===== src/rtl/acc_seq_4bit_pkg.sv =====
`default_nettype none
// ----------------------------------------------------------------------------
// acc_seq_4bit_pkg : shared {m,s} control words and sequencer state encodings
// Rev 1.0 : initial release
// ----------------------------------------------------------------------------
package acc_seq_4bit_pkg;

  localparam logic [4:0] c_hold_ctrl = 5'b11111;  // logic mode, F = A
  localparam logic [4:0] c_clr_ctrl  = 5'b10011;  // logic mode, F = 0
  localparam logic [4:0] c_add_ctrl  = 5'b01001;  // arithmetic, F = A plus B

`ifdef ACC_SEQ_CLR_EN
  typedef enum logic [2:0] {
    ST_IDLE   = 3'd0,
    ST_CLEAR  = 3'd1,
    ST_RUN    = 3'd2,
    ST_SAMPLE = 3'd3,
    ST_RESP   = 3'd4
  } state_e;
`else
  typedef enum logic [2:0] {
    ST_IDLE   = 3'd0,
    ST_RUN    = 3'd2,
    ST_SAMPLE = 3'd3,
    ST_RESP   = 3'd4
  } state_e;
`endif

endpackage
`default_nettype wire


===== src/rtl/acc_seq_4bit.sv =====
`default_nettype none
// ----------------------------------------------------------------------------
// acc_seq_4bit : command-driven burst initiator for acc_4bit with registered
//                valid/ready response. Optional clear cycle: ACC_SEQ_CLR_EN.
// Rev 1.0 : initial release
// ----------------------------------------------------------------------------
module acc_seq_4bit
  import acc_seq_4bit_pkg::*;
#(
  parameter int unsigned CNT_W     = 4,
  parameter logic [4:0]  HOLD_CTRL = c_hold_ctrl,
  parameter logic [4:0]  CLR_CTRL  = c_clr_ctrl
) (
  input  logic             clk,
  input  logic             rst,
  input  logic             cmd_valid,
  output logic             cmd_ready,
  input  logic [4:0]       cmd_op,
  input  logic [3:0]       cmd_b,
  input  logic [CNT_W-1:0] cmd_cnt,
`ifdef ACC_SEQ_CLR_EN
  input  logic             cmd_clr,
`endif
  output logic             rsp_valid,
  input  logic             rsp_ready,
  output logic [3:0]       rsp_data,
  output logic             rsp_ovf,
  output logic             busy,
  output logic [4:0]       acc_ctrl,
  output logic [3:0]       acc_b,
  input  logic [3:0]       acc_aa,
  input  logic             acc_cout
);

  state_e           state_q, state_d;
  logic [CNT_W-1:0] cnt_q, cnt_d;
  logic [4:0]       op_q, op_d;
  logic [3:0]       b_q, b_d;
  logic             ovf_q, ovf_d;
  logic             rsp_valid_q, rsp_valid_d;
  logic [3:0]       rsp_data_q, rsp_data_d;
  logic             rsp_ovf_q, rsp_ovf_d;
  logic             cmd_ready_q, cmd_ready_d;
  logic             busy_q, busy_d;
  logic [4:0]       acc_ctrl_q, acc_ctrl_d;
  logic [3:0]       acc_b_q, acc_b_d;

`ifndef ACC_SEQ_CLR_EN
  logic unused_clr_ctrl;
  assign unused_clr_ctrl = ^CLR_CTRL;
`endif

  always_comb begin
    state_d     = state_q;
    cnt_d       = cnt_q;
    op_d        = op_q;
    b_d         = b_q;
    ovf_d       = ovf_q;
    rsp_valid_d = rsp_valid_q;
    rsp_data_d  = rsp_data_q;
    rsp_ovf_d   = rsp_ovf_q;
    acc_ctrl_d  = HOLD_CTRL;
    acc_b_d     = 4'h0;

    case (state_q)
      ST_IDLE: begin
        if (cmd_valid && cmd_ready_q) begin
          op_d  = cmd_op;
          b_d   = cmd_b;
          cnt_d = cmd_cnt;
          ovf_d = 1'b0;
          state_d = (cmd_cnt == '0) ? ST_SAMPLE : ST_RUN;
`ifdef ACC_SEQ_CLR_EN
          if (cmd_clr) state_d = ST_CLEAR;
`endif
        end
      end
`ifdef ACC_SEQ_CLR_EN
      ST_CLEAR: state_d = (cnt_q == '0) ? ST_SAMPLE : ST_RUN;
`endif
      ST_RUN: begin
        // carry only means something on edges where our op is applied
        if (acc_cout) ovf_d = 1'b1;
        cnt_d = cnt_q - CNT_W'(1);
        if (cnt_q == CNT_W'(1)) state_d = ST_SAMPLE;
      end
      ST_SAMPLE: begin
        rsp_data_d  = acc_aa;
        rsp_ovf_d   = ovf_q;
        rsp_valid_d = 1'b1;
        state_d     = ST_RESP;
      end
      ST_RESP: begin
        if (rsp_ready) begin
          rsp_valid_d = 1'b0;
          state_d     = ST_IDLE;
        end
      end
      default: state_d = ST_IDLE;
    endcase

    // outputs are registered, so decode them from the state being entered
    case (state_d)
      ST_RUN: begin
        acc_ctrl_d = op_d;
        acc_b_d    = b_d;
      end
`ifdef ACC_SEQ_CLR_EN
      ST_CLEAR: acc_ctrl_d = CLR_CTRL;
`endif
      default: ;
    endcase

    cmd_ready_d = (state_d == ST_IDLE);
    busy_d      = (state_d != ST_IDLE);
  end

  always_ff @(posedge clk) begin
    if (rst) begin
      state_q     <= ST_IDLE;
      cnt_q       <= '0;
      op_q        <= HOLD_CTRL;
      b_q         <= 4'h0;
      ovf_q       <= 1'b0;
      rsp_valid_q <= 1'b0;
      rsp_data_q  <= 4'h0;
      rsp_ovf_q   <= 1'b0;
      cmd_ready_q <= 1'b1;
      busy_q      <= 1'b0;
      acc_ctrl_q  <= HOLD_CTRL;
      acc_b_q     <= 4'h0;
    end else begin
      state_q     <= state_d;
      cnt_q       <= cnt_d;
      op_q        <= op_d;
      b_q         <= b_d;
      ovf_q       <= ovf_d;
      rsp_valid_q <= rsp_valid_d;
      rsp_data_q  <= rsp_data_d;
      rsp_ovf_q   <= rsp_ovf_d;
      cmd_ready_q <= cmd_ready_d;
      busy_q      <= busy_d;
      acc_ctrl_q  <= acc_ctrl_d;
      acc_b_q     <= acc_b_d;
    end
  end

  assign cmd_ready = cmd_ready_q;
  assign rsp_valid = rsp_valid_q;
  assign rsp_data  = rsp_data_q;
  assign rsp_ovf   = rsp_ovf_q;
  assign busy      = busy_q;
  assign acc_ctrl  = acc_ctrl_q;
  assign acc_b     = acc_b_q;

endmodule
`default_nettype wire


===== config.mk =====
export PLATFORM = sky130hd
export DESIGN_NAME = acc_seq_4bit
export DESIGN_NICKNAME = d
export VERILOG_FILES = /design/src/rtl/acc_seq_4bit_pkg.sv /design/src/rtl/acc_seq_4bit.sv
export SDC_FILE = /design/constraint.sdc
export NUM_CORES = 1
export LEC_CHECK = 0
export CORE_MARGIN = 2
export CORE_UTILIZATION = 40
export CTS_BUF_LIST = sky130_fd_sc_hd__clkbuf_4 sky130_fd_sc_hd__clkbuf_8 sky130_fd_sc_hd__clkbuf_16
export DETAILED_ROUTE_END_ITERATION = 6
export GPL_ROUTABILITY_DRIVEN = 0
export GPL_TIMING_DRIVEN = 1
export PLACE_DENSITY = 0.72
export SETUP_SLACK_MARGIN = 0.4
export SLEW_MARGIN = 20
export SYNTH_ARGS = -nofsm -noshare
export SYNTH_HDL_FRONTEND = slang
export SYNTH_SLANG_ARGS = --single-unit

===== constraint.sdc =====
create_clock -name clk -period 1.2 [get_ports clk]
set_input_delay 0.24 -clock clk [delete_from_list [all_inputs] [get_ports clk]]
set_output_delay 0.24 -clock clk [all_outputs]
set_load 0.02 [all_outputs]

# --- After elaboration in Yosys (flattened, before gate mapping) ---
# Index checks and enable logic that the tools add are counted.
totals:
  ff_bits: 34
  latch_bits: 0
  ram_bits: 0
  rom_bits: 0
  input_bits: 22
  output_inout_bits: 17
  word_cells: 49
  mem_count: 0
classes:
  add_sub_neg: 1
  multipliers: 0
  div_mod_pow: 0
  magnitude_cmp: 0
  eq_ne: 8
  shifts: 0
  n_mux: 16
  bitwise: 1
  n_reduce_logical: 11
op_table:
  columns: ["operator", "n"]
  rows:
  - ["$mux 4", 3]
  - ["$pmux 3 s4", 1]
  - ["$mux 5", 2]
  - ["$eq 3x2->1 const B", 3]
  - ["$mux 3", 3]
  - ["$pmux 4 s2", 1]
  - ["$logic_not 3->1", 2]
  - ["$ne 2x2->1 const B", 3]
  - ["$eq 4x1->1 const B", 1]
  - ["$logic_not 4->1", 1]
  - ["$mux 1", 4]
  - ["$pmux 1 s2", 2]
  - ["$reduce_and 2->1", 2]
  - ["$reduce_bool 2->1", 2]
  - ["$sub 4x1->4 const B", 1]
  - ["$eq 3x3->1 const B", 1]
  - ["$reduce_and 3->1", 1]
  - ["$reduce_bool 3->1", 1]
  - ["$reduce_or 2->1", 1]
  - ["$logic_and 1x1->1", 1]
  - ["$not 1->1", 1]

# --- Longest topological paths before layout ---
depth:
  ltp_word: 7
  depth_mapped: 6
  ltp_nobuf: 5

# --- Worst setup path before layout ---
# Ideal clock, no wire load.
synth_path:
  path_type: "register to register"
  start: "reg state_q[1]"
  end: "reg cnt_q[3]"
  setup_time_ns: 0.133
  arrival_ns: 1.165
  required_time_ns: 1.067
  slack_ns: -0.098
  stages_incl_launch_ff: 5
  path_buffers: 1
  period_less_slack_ns: 1.298
  cell_sequence: "dfxtp_1 or3b_1 buf_2 a31oi_1 a31oi_1"
synth_via:
  elab_chain_cells: 3
  elab_cells_between_ends: 6
  cone_classes: "eq/ne: 2; mux: 1; reduce/logical: 3"
synth_lines:
  columns: ["element", "line_no", "rtl"]
  rows:
  - ["from (decl)", "acc_seq_4bit.sv:35", "state_e state_q, state_d;"]
  - ["from (signal assigned)", "acc_seq_4bit.sv:133", "state_q <= state_d;"]
  - ["$eq 3x2->1 / $logic_not 3->1 (equally long branches)", "acc_seq_4bit.sv:65", "case (state_q)"]
  - ["$reduce_bool 2->1 (no line) / $ne 2x2->1 (equally long branches)", null, null]
  - ["$reduce_and 2->1 (no line)", null, null]
  - ["to (signal assigned)", "acc_seq_4bit.sv:134", "cnt_q <= cnt_d;"]
  - ["to (decl)", "acc_seq_4bit.sv:36", "logic [CNT_W-1:0] cnt_q, cnt_d;"]
# Parallel ways exist; a longest one is shown, timed or not.
# A chain may end at the register's enable or synchronous reset.

# --- Worst setup path in the final report ---
layout_path:
  start: "reg state_q[2]"
  end: "reg cnt_q[2]"
# The elaborated chain is that of the path after synthesis.

==> flow_summary.json <==
{
  "worst_slack_ns": -0.0588,
  "cts_sinks": 34,
  "synth.area.top_cells": "dfxtp_1 51%, a21oi_1 5.7%, nor2_1 5.4%",
  "area_growth_pct": 70.7,
  "syn-num-nets": 169,
  "min_period_ns": 1.26,
  "setup_violations": 13,
  "ir_worst_vdd_mv": 0.606,
  "wl_per_cell_um": 14.4,
  "synth_cell_types": 31,
  "via_per_inst": 5.21,
  "portBuffers": 38,
  "rsz0062_at_grt": "true",
  "overflow": 0,
  "synth_cells": 145,
  "insertion_delay_ns": 0.33,
  "hold_path.class": "input port to flip-flop",
  "core_mm2": 0.00310,
  "max_slew.worst_pin.slew_ns": 0.318,
  "pwr-share-seq": 0.490,
  "root_buffer": "clkbuf_4",
  "drv_slew": 0,
  "die_area_mm2": 0.00379,
  "grt_start_max_net_pins": 15,
  "worst-path-max-fanout": 5,
  "synth_warnings": 0,
  "worst_setup_path_end_kind": "flip-flop",
  "max_freq_mhz": 794,
  "intPower_mw": 1.83,
  "route.antenna.remaining_nets": 0,
  "first_global_vias": 1290,
  "dr.pass1.iters": 4,
  "yosysTopAreaCell": "dfxtp_1",
  "swShare": 0.285,
  "cp_cell_sequence": "nor3b_2 > buf_4 > nand2_1 > a2bb2oi_1 > a21oi_1",
  "drive_gt1_frac": 0.538,
  "drt_iter0_drc": 88,
  "fin_cells": 256,
  "violations": "setup timing",
  "syn_area_per_cell_um2": 9.13,
  "numCtsBuffers": 5,
  "ios": 39,
  "p_total_mw": 2.55,
  "share_comb_of_total_power": 0.252,
  "cap_violations": 0,
  "initial_core_util": 0.427,
  "required_ns": 1.47,
  "vias": 1335,
  "synthFlopType": "dfxtp_1",
  "yosysSeqAreaShare": 0.514,
  "power_frac_clock": 0.258,
  "slew_headroom": 0.785,
  "netlist.area_leader.share": 0.514,
  "worstPathArrival_ns": 1.53,
  "multiInputGateArea_um2": 762,
  "fin_skew_ns": 0.00537,
  "synth_edf_count": 0,
  "cts_hold_buf": 0,
  "grt_pass1_wl_um": 5780,
  "hold_viol_final": 0,
  "antenna_found_initial": 0,
  "finalNetCount": 235,
  "dp_cells": 243,
  "netlist_top_cells_count": "34 x dfxtp_1, 19 x nor2_1, 15 x a21oi_1, 15 x nand2_1, 9 x nand3_1",
  "synthArstFlopShare": 0,
  "syn-cell-area_mm2": 0.00132,
  "status": "finished, violations left",
  "hpwl_um": 2410,
  "grt_usage": 0.211,
  "die_x_um": 61.5,
  "path_class": "flip-flop to flip-flop",
  "cp-start-kind": "flip-flop",
  "antenna_cells": 0,
  "post-place-ws_ns": -0.446,
  "critPathSlowestCell": "dfxtp_4",
  "leakagePower_nw": 0.914,
  "drt-total-wl_um": 3680,
  "final-seq-area_um2": 718,
  "fp.dieH_um": 61.5,
  "power.density_mw_per_mm2": 1130,
  "cts.reportedPaths.clkPinSlew_ns": 0.10,
  "nFillCells": 249,
  "core.rowCount": 20,
  "p_sw_mw": 0.728,
  "slowest_delay_ns": 0.39,
  "yosys.cell_count.top_type": "dfxtp_1",
  "ys_seq_elements": 34,
  "cts_tree": "built",
  "post-route-period-util": 1.05,
  "fin_setup_tns_ns": -0.279,
  "drc": 0,
  "cts.path.max_buffers": 2,
  "htreeDepth": 2
}
final timing paths:
path                               from                    end  slack [ns]  cells past startpoint
setup / recovery  state_q[2]$_SDFF_PP0_  cnt_q[2]$_SDFFE_PP0P_       -0.06                      5
hold / removal               cmd_cnt[0]  cnt_q[0]$_SDFFE_PP0P_        0.34                      3
setup reg to reg  state_q[2]$_SDFF_PP0_  cnt_q[2]$_SDFFE_PP0P_       -0.06                      5
hold reg to reg       b_q[3]$_SDFF_PP0_      b_q[3]$_SDFF_PP0_        0.47                      2
cell usage in the layout (no fill, tap or decap), drive strengths merged, types with 3 or more instances in the layout:
cell type,instances
buf,44
dfxtp,34
nor2,21
clkdlybuf4s50,18
nand2,15
a21oi,15
nand3,10
clkbuf,6
o21ai,5
mux2i,5
o21bai,5
nor3,5
a31oi,3
dlygate4sd2,3
inv,3
worst max-delay path, delay by kind of cell (launching register included):
kind / cells / cell delay [ns]
flip-flops: 1 / 0.39
AND/OR/NAND/NOR: 2 / 0.36
AO/OA/AOI/OAI: 2 / 0.29
buffers and inverters: 1 / 0.17
flip-flops by register name, indices dropped and copies added (netlist names), 3 cells and up:
signal / cells
op_q: 5
cnt_q: 4
state_q: 3
rsp_data: 4
acc_b: 4
b_q: 4
acc_ctrl: 5
per-layer routing:
layer,global-route usage,wire length (µm)
met2,0.364,1920
met5,0,0
met4,0.106,92
met3,0.0546,231
met1,0.238,1430
power groups by stage:
stage	Combinational, mW	Sequential, mW	Clock [mW]
2_1_floorplan	0.228	1.29	0
3_3_place_gp	0.505	1.26	0
3_5_place_dp	0.517	1.26	0
4_1_cts	0.604	1.25	0.670
5_1_grt	0.689	1.26	0.727
6_report	0.643	1.25	0.660
cell type report:
type	count	area share
clock buffers	6	0.0227
clock inverters	2	0.00554
inverters	3	0.00498
multi-input cells	102	0.337
flip-flops and latches	34	0.318
well taps	44	0.0244
repair buffers	65	0.287
through the flow:
stage,cell area [µm²],utilization,hold WS (ns)
4_1_cts,2220,0.714,0.355
3_3_place_gp,1940,0.625,0.454
2_1_floorplan,1360,-,0.304
6_report,2260,0.728,0.341
5_1_grt,2260,0.728,0.360
3_5_place_dp,1940,0.625,0.455
timing repair:
action | in CTS | in global routing
resized for setup | 158 | 14
pin swaps | 19 | 7
buffers inserted | 5 | 0
setup endpoints to repair | 51 | 51
kinds of logic (layout without fill, tap and decap cells):
logic type               Yosys count  count (layout)  share of synthesized area
AND/OR/NAND/NOR                   62              62                      0.248
flip-flops                        34              34                      0.514
multiplexers                       5               5                     0.0378
buffers and inverters              9              76                     0.0331
AO/OA/AOI/OAI                     33              33                      0.148
adder cells (fa/ha/maj)            2               2                     0.0189
(Power assumes the default switching activity.)
